`src/rtl/alu_sequencer.sv`:
```
// Multi-cycle ALU execution controller: captures one opcode plus operands, runs
// add/sub/logic in one execute cycle or shifts one bit per cycle, then pulses done.
module alu_sequencer #(
    parameter int WIDTH = 32,
    parameter int SHW   = 5
) (
    input  logic             clk,
    input  logic             rst,
    input  logic             start,
    input  logic [7:0]       ALUop,
    input  logic [WIDTH-1:0] opA,
    input  logic [WIDTH-1:0] opB,
    output logic             busy,
    output logic             done,
    output logic [WIDTH-1:0] result,
    output logic             carry,
    output logic             zero,
    output logic             sign,
    output logic [1:0]       fsm_state
);

    // Handshake: start is a level sampled only in IDLE; a request is taken on
    // the edge where state==IDLE and start==1, done is high for the single
    // DONE cycle, and start is ignored everywhere else (nothing is queued).

    typedef enum logic [1:0] {
        S_IDLE  = 2'd0,
        S_EXEC  = 2'd1,
        S_SHIFT = 2'd2,
        S_DONE  = 2'd3
    } state_t;

    state_t state, next_state;

    logic [7:0]       op_q;
    logic [WIDTH-1:0] a_q;
    logic [WIDTH-1:0] b_q;
    logic [WIDTH-1:0] acc;
    logic [SHW-1:0]   cnt;

    logic [WIDTH:0]   sum;
    logic [WIDTH-1:0] shifted;
    logic             shift_out;
    logic             fill;
    logic             finish;
    logic [WIDTH-1:0] fin_val;
    logic             fin_carry;

    always_comb begin
        next_state = state;
        finish     = 1'b0;
        fin_val    = '0;
        fin_carry  = 1'b0;

        // isTwoC turns the adder into A + ~B + 1; bit WIDTH is the no-borrow carry.
        sum       = {1'b0, a_q} + {1'b0, (op_q[6] ? ~b_q : b_q)} + {{WIDTH{1'b0}}, op_q[6]};
        fill      = op_q[7] & acc[WIDTH-1];
        shifted   = op_q[5] ? {acc[WIDTH-2:0], 1'b0} : {fill, acc[WIDTH-1:1]};
        shift_out = op_q[5] ? acc[WIDTH-1] : acc[0];

        case (state)
            S_IDLE: begin
                if (start) next_state = S_EXEC;
            end
            S_EXEC: begin
                if (op_q[4:3] != 2'b11) begin
                    next_state = S_DONE;
                    finish     = 1'b1;
                    case (op_q[4:3])
                        2'b00: begin
                            fin_val   = sum[WIDTH-1:0];
                            fin_carry = sum[WIDTH];
                        end
                        2'b01:   fin_val = a_q & b_q;
                        default: fin_val = a_q ^ b_q;
                    endcase
                end else if (b_q[SHW-1:0] == '0) begin
                    next_state = S_DONE;
                    finish     = 1'b1;
                    fin_val    = a_q;
                end else begin
                    next_state = S_SHIFT;
                end
            end
            S_SHIFT: begin
                // The last shift writes its value straight into result on the DONE edge.
                if (cnt == SHW'(1)) begin
                    next_state = S_DONE;
                    finish     = 1'b1;
                    fin_val    = shifted;
                    fin_carry  = shift_out;
                end
            end
            default: begin
                next_state = S_IDLE;
            end
        endcase
    end

    always_ff @(posedge clk) begin
        if (rst) begin
            state  <= S_IDLE;
            op_q   <= '0;
            a_q    <= '0;
            b_q    <= '0;
            acc    <= '0;
            cnt    <= '0;
            result <= '0;
            carry  <= 1'b0;
            zero   <= 1'b0;
            sign   <= 1'b0;
        end else begin
            state <= next_state;
            if (state == S_IDLE && start) begin
                op_q <= ALUop;
                a_q  <= opA;
                b_q  <= opB;
            end
            if (state == S_EXEC) begin
                acc <= a_q;
                cnt <= b_q[SHW-1:0];
            end
            if (state == S_SHIFT) begin
                acc <= shifted;
                cnt <= cnt - SHW'(1);
            end
            if (finish) begin
                result <= fin_val;
                if (op_q[0]) carry <= fin_carry;
                if (op_q[1]) zero  <= (fin_val == '0);
                if (op_q[2]) sign  <= fin_val[WIDTH-1];
            end
        end
    end

    assign busy      = (state != S_IDLE);
    assign done      = (state == S_DONE);
    assign fsm_state = state;

endmodule

```
`config.mk`:
```
export PLATFORM = sky130hd
export DESIGN_NAME = alu_sequencer
export DESIGN_NICKNAME = d
export VERILOG_FILES = /design/src/rtl/alu_sequencer.sv
export SDC_FILE = /design/constraint.sdc
export NUM_CORES = 1
export LEC_CHECK = 0
export ABC_AREA = 1
export CAP_MARGIN = 20
export CORE_AREA = 5 5 155 157
export DETAILED_ROUTE_END_ITERATION = 6
export DIE_AREA = 0 0 160 162
export GPL_TIMING_DRIVEN = 0
export PLACE_DENSITY = 0.79
export REMOVE_ABC_BUFFERS = 1
export SLEW_MARGIN = 0
export SYNTH_ARGS = -nofsm -noshare
export SYNTH_HDL_FRONTEND = slang
export SYNTH_SLANG_ARGS = --single-unit
export TNS_END_PERCENT = 1
```
`constraint.sdc`:
```
create_clock -name clk -period 4.2 [get_ports clk]
set_input_delay 0.42 -clock clk [delete_from_list [all_inputs] [get_ports clk]]
set_output_delay 0.42 -clock clk [all_outputs]
set_load 0.02 [all_outputs]
```
==> impl_metrics.tcl <==
set metrics [dict create \
    finalNonFillerCells 2085 \
    grt_util_all_layers_pct 25.3 \
    grt_overflow_total 0 \
    initial_utilization_pct 47.6 \
    numPortBuffers 113 \
    critPathRequiredTime_ns 4.57 \
    whs_path_depth 2 \
    rsz0062_at_grt "false" \
    place_inst 2053 \
    crit_type "reg -> reg" \
    synth_edf_count 0 \
    end_kind "flip-flop" \
    r2r_end "zero" \
    die_w_um 160 \
    slew_headroom_pct 26.8 \
    rr_worst_depth 20 \
    grt_max_degree 92 \
    clk_pin_slew_ns 0.07 \
    grt_pass1_vias 10800 \
    path_max_fanout 35 \
    yosysSeqAreaShare_pct 27.5 \
    die_h_um 162 \
    antenna_cells 0 \
    final_antenna_net_count 0 \
    yosys.cell_count.top_type "nand2_1" \
    fin_crit_ns 3.79 \
    synth_common_cells "nand2_1 (389), nor2_1 (264), inv_1 (256)" \
    wl_mm 33.3 \
    irDropWorstVdd_uv 355 \
    finalHoldViolations 0 \
    p_total_w 0.00912 \
    fmax_mhz 264 \
    fin_tns_setup_ns 0 \
    regToRegSetupSlack_ns 0.41 \
    dp_hpwl_mm 23.6 \
    die_area_mm2 0.0259 \
    outcome "finished, final reports clean" \
    min_path_type "reg -> reg" \
    finalSetupViolCount 0 \
    hold_path_end "carry" \
    finalMaxSlewViolations 0 \
    yosysTopAreaCell "dfxtp_1" \
    synth.distinct_cells 43 \
    vias 11200 \
    final.setup_skew_ns 0.0139 \
    cap_violations 0 \
    synth_area_mm2 0.0106 \
    core_area_mm2 0.0224 \
    post_route_cells_drive_above_1_share_pct 4.11 \
    cts_tree "built" \
    synth-async-reset-ratio_pct 0 \
    ios 114 \
    post_drt_wl_per_cell_um 15.9 \
    cts_root_buf "clkbuf_16" \
    tightest_slew_ns 1.10 \
    yosys-top-cells-area "dfxtp_1 (27%), nand2_1 (14%), nor2_1 (9.3%)" \
    cts_buffers 17 \
    p_leak_nw 6.36 \
    vias_per_cell 5.38 \
    syn_to_final_growth_pct 17.6 \
    clock-sinks 146 \
    htreeDepth 4 \
    drcViolationCount 0 \
    first_pass_iters 6 \
    synth-seq-cells 146 \
    nNetsFinal 1937 \
    drt_iter0_markers 946 \
    yosys.area.top_type_share_pct 27.5 \
    ys.flop_type "dfxtp_1" \
    post-cts-setup-buffers 0 \
    grt_pass1_wl_mm 54.1 \
    power_density_mw_per_mm2 729 \
    startpoint_type "flip-flop" \
    holdBufCountCts 0 \
    synthCells 1730 \
    syn_avg_cell_area_um2 6.15 \
    min-delay-start "carry" \
    yosys_warnings 0 \
    reg2reg_from "op_q[4]" \
    row_count 55 \
    routabilityCongestion 0.913 \
    clock_path_buffers 2 \
    clkLatencyLatePin_ns 0.44 \
    fin_crit_sh_pct 90.3 \
    antenna_found_initial 0 \
    arrival_ns 4.16 \
]
## cells by family (layout without fill, tap and decap cells)
family	count (synthesis)	count (layout)	synth area share [%]
AO/OA/AOI/OAI	354	354	18.9
XOR/XNOR	34	34	2.80
adder cells (fa/ha/maj)	75	75	8.88
buffers and inverters	346	416	12.6
flip-flops	146	146	27.5
AND/OR/NAND/NOR	775	775	29.5
## layer usage
metal / share of wire, % / vias to the layer above / global-route usage (%) / routed length [µm]
li1: - / 5663 / - / -
met5: 0 / - / 0 / 0
met4: 2.5 / 0 / 8.76 / 838
met3: 6.7 / 66 / 3.60 / 2240
met1: 44 / 5079 / 32.7 / 14600
met2: 47 / 403 / 43.5 / 15500
## critical path: stages, from the launching register on
cell	delay (ns)
dfxtp_1	0.41
inv_2	0.65
nand2_1	0.64
or2_1	0.40
nand3_1	0.08
nand2_1	0.05
nand2_1	0.06
nand2_1	0.09
nor2_1	0.09
nand2_1	0.08
nor2_1	0.13
nand2_1	0.06
nor2_1	0.14
nand2_1	0.12
nor2_1	0.11
nand2_1	0.13
nor2_1	0.13
nand3_1	0.07
nor2_1	0.11
nor2_1	0.06
nor2_1	0.09
## sequential cells by signal (all words and copies together), names as in the netlist
signal     cells
a_q           32
acc           32
b_q           32
carry          1
cnt            5
fsm_state      2
op_q           8
result        32
sign           1
zero           1
## report_power, final
part           internal (W)  switching, W
sequential          0.00183      0.000453
combinational       0.00191       0.00344
clock              0.000778      0.000712
## how the worst max path moves through the flow
stage,cells past startpoint,slack [ns],to,from
finish,20,0.41,zero,op_q[4]
global route,23,0.15,zero,op_q[6]
CTS,21,0.05,zero,op_q[3]
detailed placement,21,-0.42,zero,op_q[3]
global placement,4,-1.28,a_q[18],rst
floorplan,15,0.79,zero,fsm_state[1]
## stage by stage
step           setup slack (ns)  utilization, %  hold WS (ns)  cell area (µm²)
2_1_floorplan             0.793               -         0.451            10300
3_3_place_gp              -1.28            52.8         0.468            11800
3_5_place_dp             -0.417            53.4         0.476            11900
4_1_cts                  0.0541            55.9         0.478            12500
5_1_grt                   0.153            56.0         0.515            12500
6_report                  0.408            56.0         0.490            12500
## area by class of cell
class | count | area [µm²]
Tap cell | 285 | 357
Fill cell | 2201 | 9840
Sequential cell | 146 | 2930
Clock inverter | 14 | 121
Clock buffer | 18 | 429
Inverter | 265 | 1010
Timing Repair Buffer | 119 | 1260
Multi-Input combinational cell | 1238 | 6420
## timing repair
action / CTS / global route
pin swaps: 0 / 0
hold endpoints to repair: 0 / 0
endpoints found under the setup margin: 1 / 1
resized for setup: 2 / 4
## placed cells by master, fill, tap and decap left out, types with 3 or more instances in the layout
| master | Yosys | routed |
|---|---|---|
| a211oi_1 | 3 | 3 |
| nand3_1 | 72 | 72 |
| o211ai_1 | 13 | 13 |
| clkbuf_16 | 0 | 17 |
| nor3_1 | 8 | 8 |
| o22ai_1 | 30 | 30 |
| a21oi_1 | 129 | 129 |
| and2_1 | 5 | 5 |
| inv_2 | 5 | 5 |
| clkinv_4 | 2 | 4 |
| o21ai_0 | 132 | 132 |
| o21bai_1 | 5 | 5 |
| a221oi_1 | 30 | 30 |
| nor2_1 | 264 | 264 |
| nand2_1 | 389 | 388 |
| clkinv_2 | 0 | 3 |
| buf_12 | 0 | 4 |
| nand4_1 | 11 | 11 |
| dfxtp_1 | 146 | 144 |
| inv_6 | 0 | 5 |
| xor2_1 | 32 | 32 |
| inv_8 | 0 | 4 |
| ha_1 | 74 | 74 |
| clkdlybuf4s50_1 | 0 | 112 |
| nand2_4 | 2 | 4 |
| inv_1 | 256 | 255 |
| or2_2 | 13 | 13 |
No activity file was read; power rests on OpenSTA's default activity.
